**config.mk**
```make
export PLATFORM = sky130hd
export DESIGN_NAME = sync_edge_filter
export DESIGN_NICKNAME = d
export VERILOG_FILES = /design/src/rtl/sync_pkg.sv /design/src/rtl/sync_filter_chan.sv /design/src/rtl/sync_edge_filter.sv
export SDC_FILE = /design/constraint.sdc
export NUM_CORES = 1
export LEC_CHECK = 0
export BUFFER_PORTS_ARGS = -buffer_cell sky130_fd_sc_hd__buf_2
export CORE_AREA = 10 10 47 49
export CTS_CLUSTER_SIZE = 8
export DETAILED_ROUTE_END_ITERATION = 16
export DIE_AREA = 0 0 57 59
export MAX_ROUTING_LAYER = met4
export SYNTH_ARGS = -nofsm -noshare
export SYNTH_HDL_FRONTEND = slang
export SYNTH_HIERARCHICAL = 1
export SYNTH_SLANG_ARGS = --single-unit
```
**constraint.sdc**
```tcl
create_clock -name CLK -period 0.8 [get_ports CLK]
set_input_delay 0.12 -clock CLK [delete_from_list [all_inputs] [get_ports CLK]]
set_output_delay 0.12 -clock CLK [all_outputs]
set_load 0.02 [all_outputs]
```
**src/rtl/sync_pkg.sv**
```systemverilog
// Shared constants and helpers for the synchroniser / edge-filter slice.
// Holds the legal parameter minimums and the counter-width function.
package sync_pkg;

    localparam int NUM_STAGES_MIN = 2;
    localparam int FILTER_LEN_MIN = 1;

    // Number of bits needed to hold values 0 .. value-1.
    function automatic int clog2(input int value);
        int result;
        int remaining;
        result = 0;
        remaining = value - 1;
        while (remaining > 0) begin
            result = result + 1;
            remaining = remaining >> 1;
        end
        return result;
    endfunction

endpackage

```
**src/rtl/sync_filter_chan.sv**
```systemverilog
// One channel: synchroniser chain, stability counter, filtered level and
// registered rise/fall pulses.
module sync_filter_chan
    import sync_pkg::*;
#(
    parameter int   NUM_STAGES = 2,
    parameter int   FILTER_LEN = 1,
    parameter logic RST_VAL    = 1'b0
) (
    input  logic clk,
    input  logic rst,
    input  logic en,
    input  logic level,
    output logic sync,
    output logic filt,
    output logic rise,
    output logic fall,
    output logic edge_next
);

    localparam int              CNT_W    = clog2(FILTER_LEN + 1);
    localparam logic [CNT_W-1:0] CNT_LAST = CNT_W'(FILTER_LEN - 1);

    logic [NUM_STAGES-1:0] stages;
    logic [CNT_W-1:0]      cnt;
    logic [CNT_W-1:0]      cnt_next;
    logic                  filt_next;
    logic                  rise_next;
    logic                  fall_next;

    always_ff @(posedge clk or posedge rst) begin
        if (rst) begin
            stages <= {NUM_STAGES{RST_VAL}};
        end else begin
            stages <= {stages[NUM_STAGES-2:0], level};
        end
    end

    assign sync = stages[NUM_STAGES-1];

    // Any cycle of agreement, or a disabled filter, restarts qualification.
    always_comb begin
        cnt_next  = '0;
        filt_next = filt;
        rise_next = 1'b0;
        fall_next = 1'b0;
        if (en && (sync != filt)) begin
            if (cnt == CNT_LAST) begin
                filt_next = sync;
                rise_next = sync;
                fall_next = ~sync;
            end else begin
                cnt_next = cnt + 1'b1;
            end
        end
    end

    assign edge_next = rise_next | fall_next;

    always_ff @(posedge clk or posedge rst) begin
        if (rst) begin
            cnt  <= '0;
            filt <= RST_VAL;
            rise <= 1'b0;
            fall <= 1'b0;
        end else begin
            cnt  <= cnt_next;
            filt <= filt_next;
            rise <= rise_next;
            fall <= fall_next;
        end
    end

endmodule

```
**src/rtl/sync_edge_filter.sv**
```systemverilog
// Multi-channel synchroniser with per-channel deglitch filter and edge pulses.
// ANY_EDGE is registered from the channels' next-state pulses so it lines up with RISE/FALL.
module sync_edge_filter
    import sync_pkg::*;
#(
    parameter int   NUM_STAGES = 2,
    parameter int   BUS_WIDTH  = 1,
    parameter int   FILTER_LEN = 1,
    parameter logic RST_VAL    = 1'b0
) (
    input  logic                 CLK,
    input  logic                 RST,
    input  logic                 EN,
    input  logic [BUS_WIDTH-1:0] ASYNC,
    output logic [BUS_WIDTH-1:0] SYNC,
    output logic [BUS_WIDTH-1:0] FILT,
    output logic [BUS_WIDTH-1:0] RISE,
    output logic [BUS_WIDTH-1:0] FALL,
    output logic                 ANY_EDGE
);

    if (NUM_STAGES < NUM_STAGES_MIN) begin : g_bad_stages
        $error("sync_edge_filter: NUM_STAGES must be >= %0d", NUM_STAGES_MIN);
    end
    if (FILTER_LEN < FILTER_LEN_MIN) begin : g_bad_filter
        $error("sync_edge_filter: FILTER_LEN must be >= %0d", FILTER_LEN_MIN);
    end
    if (BUS_WIDTH < 1) begin : g_bad_width
        $error("sync_edge_filter: BUS_WIDTH must be >= 1");
    end

    logic [BUS_WIDTH-1:0] edge_next;

    for (genvar i = 0; i < BUS_WIDTH; i++) begin : g_chan
        sync_filter_chan #(
            .NUM_STAGES (NUM_STAGES),
            .FILTER_LEN (FILTER_LEN),
            .RST_VAL    (RST_VAL)
        ) u_chan (
            .clk       (CLK),
            .rst       (RST),
            .en        (EN),
            .level     (ASYNC[i]),
            .sync      (SYNC[i]),
            .filt      (FILT[i]),
            .rise      (RISE[i]),
            .fall      (FALL[i]),
            .edge_next (edge_next[i])
        );
    end

    always_ff @(posedge CLK or posedge RST) begin
        if (RST) begin
            ANY_EDGE <= 1'b0;
        end else begin
            ANY_EDGE <= |edge_next;
        end
    end

endmodule

```
==> metrics.txt, run 1 <==
H-Tree Level Count=1; final wirelength=around 420 um; Worst-path clk slew=~0.05 ns; post-route clock period utilization=1.17; initial antenna violation count=0; DRC violations left=0; unrepaired setup endpoints after global routing=true; vias in the first global route=between 100 and 150; critical path class=reg2out; Final ANT Viol Nets=0; sequence of cells on the critical path=buf_6; relative slew slack=0.871; Worst Path Max Fanout=4; Reg2Reg Depth=3; met2 wire length=approximately 130 um; mux cell area share after synthesis=0; Die Wd=approximately 57 um; DP HPWL=approximately 330 um; Max Clock Skew=between 0.01 and 0.015 ns; Setup TNS=-0.510 ns; Area Overhead vs Synth=77.1%; total grt overflow=0; Max Root-Sink Buffers=2; Vias/cell=between 3 and 4; maxcap violations=0; worst slew pin tran=around 0.19 ns; total number of vias=156; core area=between 1000 and 1500 um2; VDD IR max=about 1.0 mV; setup ws final=-0.139 ns; Nets=35; syn_area_per_cell=13.1 um2; CP arrival=between 0.8 and 0.9 ns; critical path startpoint=g_chan[0].u_chan/stages[1]$_DFF_PP0_; critical path's top delay family=flip-flops; biggest area consumer among synthesized cells=dfrtp_1; # port buffers=8; Std-Cell Rows=14; FF-to-FF Start=g_chan[0].u_chan/filt$_DFFE_PP0P_; Post-Syn Nets=19; layout cells sized above 1=0.500; Final Util=0.248; Met3 Routed Length=108 um; # fillers=155; YS warnings=6; power density cells=2160 nW/um2; clk sink count=6; register area share after synthesis=0.764; clock tree root buffer cell=clkbuf_4; Final min period=0.939 ns; final non-filler cell total=46; CP Buf/Inv Count=1; largest family of logic cells by synthesized area=simple AND/OR/NAND/NOR gates; Initial Utilization=0.140; Die ar.=3360 um2; total power=roughly 750 uW; met1 wire length=about 180 um; fraction of the mapped netlist area in simple logic gates=0.108; top cell type's share of synthesized area=0.764; slowest stage cell on the critical path=dfrtp_2; placed insts=39; Top Metal Used=met4; Fmax=about 1.1 GHz; hold path cells=2; worst slack at placement=-0.0114 ns; Worst Setup Start Kind=flip-flop; # IOs=9; Hold Vio Cnt, Final=0; run status=finished with violations; Yosys cell types=8; xor and xnor area share after synthesis=0.0446; Synth area leaders=dfrtp_1 76%, inv_1 5.7%, xor2_1 4.5%; Die Y=59 um; fin. max-slew vios=0; wire per inst=roughly 9.0 um; CTS tree=built; clock latency on the worst-skew pair=between 0.2 and 0.3 ns; Critical Path RT=between 0.6 and 0.7 ns; DR pass1 iterations=4; Synth Register Bits=6; gpl congestion=0.650; Finish-stage setup viols=6; global-route wire length before repair=about 660 um; largest net degree at the start of global routing=6; Leakage=about 0.17 nW; Synth Area in Adders=0; cell area after synthesis=a little under 200 um2; Crit. End Element=primary output; Post-Synthesis Cells=15; DR iter-0 viols=6; Crit path largest cell delay=~0.43 ns; # diodes=0; Tot GR Track Use=0.0308; CP Depth=1; failing checks=negative setup slack; Hold Path Class=in2reg; Inserted Clock Buffers=3; min-delay src=EN; complex-gate fraction of the synthesized area=0.0255
[path summary, 6_finish.rpt]
kind	to	slack, ns
hold reg to reg	g_chan[0].u_chan/stages[1]$_DFF_PP0_	0.35
setup / recovery	SYNC	-0.14
setup reg to reg	ANY_EDGE$_DFF_PP0_	-0.11
hold / removal	g_chan[0].u_chan/filt$_DFFE_PP0P_	0.08
min in group asynchronous	ANY_EDGE$_DFF_PP0_	0.27
max in group asynchronous	g_chan[0].u_chan/stages[1]$_DFF_PP0_	0.29
[repair_timing]
item | 4_1_cts | 5_1_grt
resized for setup | 11 | 1
endpoints found under the setup margin | 6 | 8
hold endpoints to repair | 7 | 0
setup buffers | 1 | 0
pin swaps | 0 | 0
hold buffers | 2 | 0
[cell usage in the layout, fill, tap and decap left out, drive strengths merged]
cell type	netlist	final
buf	0	9
dlygate4sd3	0	2
nor3b	1	1
nand2	1	1
inv	3	3
nor2	1	1
xor2	1	1
clkbuf	0	4
dfrtp	6	6
o21ai	1	1
and2	1	1
[metrics by stage]
step / cell area (um2) / hold slack (ns)
4_1_cts: 348 / 0.0828
5_1_grt: 348 / 0.0787
3_3_place_gp: 259 / -0.0336
6_report: 348 / 0.0828
3_5_place_dp: 259 / -0.0283
2_1_floorplan: 199 / -0.151
[per-layer routing]
metal / global-route usage / vias up
met5: - / -
met4: 0.0201 / 0
met3: 0.0558 / 2
met2: 0.0202 / 12
met1: 0.0289 / 69
li1: - / 73
[layout make-up]
| class | instances | area, um2 | share of cell area |
|---|---|---|---|
| Clock buffer | 4 | 26.3 | 0.0755 |
| Multi-Input combinational cell | 6 | 35.0 | 0.101 |
| Timing Repair Buffer | 11 | 103 | 0.295 |
| Tap cell | 16 | 20.0 | 0.0576 |
| Inverter | 3 | 11.3 | 0.0324 |
| Sequential cell | 6 | 153 | 0.439 |
[synthesized netlist by cell type]
cell	count
and2_1	1
dfrtp_1	6
inv_1	3
nand2_1	1
nor2_1	1
nor3b_1	1
o21ai_0	1
xor2_1	1
[cell families (layout without fill, tap and decap cells)]
kind of cell | Yosys count | in the layout
DFF | 6 | 6
and+or+nand+nor | 4 | 4
buffers and inverters | 3 | 18
AOI/OAI and AO/OA | 1 | 1
xor gates and xnor gates | 1 | 1
[sequential cells by signal (all words and copies together), names as in the netlist]
name,flops
g_chan.u_chan/filt,1
g_chan.u_chan/stages,2
g_chan.u_chan/rise,1
ANY_EDGE,1
g_chan.u_chan/fall,1
[report_power, final]
part | leakage [nW] | switching, mW | internal (mW)
clock | 0.0150 | 0.114 | 0.189
sequential | 0.0731 | 0.0121 | 0.325
combinational | 0.0852 | 0.0511 | 0.0605
total | 0.173 | 0.177 | 0.575
Note: power is estimated with default switching activity, not from simulation.
==> run 2: changes to the inputs <==
SETUP_SLACK_MARGIN = 0.02   (was unset)
SKIP_CTS_REPAIR_TIMING = 1   (was unset)
==> run 2 against run 1 <==
Compared with the run above: utilization grew 1.2 points; non-clock buffer count up 2; flip-flop and latch count unchanged; routed wire length is 9.4% higher; the run still ends with negative setup slack left; largest power group unchanged; sequential power barely moved; critical endpoint is now ANY_EDGE$_DFF_PP0_.
==> metrics.txt, run 2 (synthesis results as in run 1) <==
run status=finished with violations; failing checks=negative setup slack; # IOs=9 (unchanged); Leakage=0.184 nW (+5.9%); Crit. End Element=flip-flop; clock latency on the worst-skew pair=0.25 ns (about the same); clock tree root buffer cell=clkbuf_4; gpl congestion=0.650 (unchanged); wire per inst=9.48 um (+4.8%); DP HPWL=331 um (unchanged); VDD IR max=1.03 mV (about the same); critical path class=reg2reg; H-Tree Level Count=1 (unchanged); core area=1400 um2 (unchanged); most frequent cells in the layout=5 x buf_6, 4 x dfrtp_1, 3 x clkbuf_4, 3 x buf_4, 3 x buf_2; Die ar.=3360 um2 (unchanged); largest net degree at the start of global routing=6 (unchanged); Final Util=0.260 (+0.0116); unrepaired setup endpoints after global routing=true; placed insts=39 (unchanged); largest reg by FF count=g_chan.u_chan/stages; DR iter-0 viols=2 (-4); Final min period=0.934 ns (-0.00463 ns); total number of vias=168 (+7.7%); Sw Share=0.238 (+0.00224); Finish-stage setup viols=8 (+2); power density cells=2080 nW/um2 (-3.7%); global-route wire length before repair=627 um (-5.3%); total grt overflow=0 (unchanged); Critical Path RT=0.93 ns (+0.25 ns); Initial Utilization=0.140 (unchanged); Pint=578 uW (+0.52%); Hold Vio Cnt, Final=0 (unchanged); Largest register FFs=2 (unchanged); slowest stage cell on the critical path=dfrtp_2; DR pass1 iterations=2 (-2); final wirelength=455 um (+9.4%); post-route clock period utilization=1.17 (-0.00579); area of the multi-input gates=40.0 um2 (+14%); Std-Cell Rows=14 (unchanged); sequence of cells on the critical path=buf_6 -> xor2_1 -> and2_1; Fmax=1.07 GHz (+0.50%); Clock power frac=0.401 (-0.002); CTS tree=built; Vias/cell=3.50 (+3.2%); total power=758 uW (+0.82%); register share of total power=0.441 (-0.007); Area Overhead vs Synth=85.4%; Inserted Clock Buffers=3 (unchanged); Die Y=59 um (unchanged); Worst-path clk slew=0.05 ns (about the same); # port buffers=8 (unchanged); sw power=180 uW (+1.8%); DRC violations left=0 (unchanged); Tot GR Track Use=0.0299 (-0.000907); CP arrival=1.06 ns (+0.24 ns); Final ANT Viol Nets=0 (unchanged); maxcap violations=0 (unchanged); final non-filler cell total=48 (+4.3%); # fillers=155 (unchanged); Nets=37 (+5.7%); Comb power frac=0.158 (+0.010); Hold Path Class=in2reg; relative slew slack=0.869 (-0.00219); Worst Setup Start Kind=flip-flop; initial antenna violation count=0 (unchanged); layout cells sized above 1=0.563 (+0.0625); Max Root-Sink Buffers=2 (unchanged); Max Clock Skew=0.00981 ns (-0.00110 ns); Crit path largest cell delay=0.42 ns (about the same); vias in the first global route=140 (-5.4%); # diodes=0 (unchanged); Die Wd=57 um (unchanged); Worst Path Max Fanout=3 (-1); clk sink count=6 (unchanged); setup ws final=-0.134 ns (+0.00463 ns); most common cell after layout, fill and taps aside=buf_6; worst slew pin tran=0.196 ns (+0.00329 ns); Register Area=153 um2 (unchanged); fin. max-slew vios=0 (unchanged)
run 2: layout make-up:
cell class                 count  area share
sequential                     6       0.419
timing repair buffer          13       0.313
tap                           16      0.0550
multi-input combinational      6       0.110
clock buffer                   4      0.0722
inverter                       3      0.0309
run 2: path summary, 6_finish.rpt:
path	start	end	slack [ns]	depth (start not counted)
min in group asynchronous	RST	ANY_EDGE$_DFF_PP0_	0.27	3
max in group asynchronous	RST	g_chan[0].u_chan/stages[1]$_DFF_PP0_	0.29	3
max reg2reg	g_chan[0].u_chan/stages[1]$_DFF_PP0_	ANY_EDGE$_DFF_PP0_	-0.13	3
min	EN	g_chan[0].u_chan/filt$_DFFE_PP0P_	0.09	2
max	g_chan[0].u_chan/stages[1]$_DFF_PP0_	ANY_EDGE$_DFF_PP0_	-0.13	3
min reg2reg	g_chan[0].u_chan/stages[0]$_DFF_PP0_	g_chan[0].u_chan/stages[1]$_DFF_PP0_	0.35	0
run 2: metrics by stage:
step	hold WS, ns	TNS, ns	setup WS, ns	cell area, um2
finish	0.0864	-0.656	-0.134	364
detailed placement	-0.0283	-0.0114	-0.0114	259
floorplan	-0.151	-0.0559	-0.0559	199
global placement	-0.0336	-0.0113	-0.0113	259
global route	0.0810	-0.929	-0.163	364
CTS	-0.284	-0.575	-0.167	285
run 2: power by group through the flow:
| stage | Sequential, mW | Clock [mW] | Combinational (mW) |
|---|---|---|---|
| final | 0.334 | 0.304 | 0.119 |
| after global routing | 0.336 | 0.348 | 0.130 |
| after CTS | 0.335 | 0.315 | 0.0732 |
| after detailed placement | 0.340 | 0 | 0.0731 |
| after global placement | 0.340 | 0 | 0.0712 |
| after floorplan | 0.361 | 0 | 0.0196 |
run 2: critical path: cells and delay by family (launching register included):
family                    cells  cell delay, ns
buffers and inverters         1            0.13
and+or+nand+nor               1            0.13
xor gates and xnor gates      1            0.14
DFF                           1            0.42
run 2: metal layers:
| layer | global-route usage | vias up | wire length [um] |
|---|---|---|---|
| li1 | - | 78 | - |
| met1 | 0.0301 | 75 | 206 |
| met2 | 0.0171 | 13 | 155 |
| met3 | 0.0536 | 2 | 89 |
| met4 | 0.0201 | 0 | 4 |
| met5 | - | - | 0 |
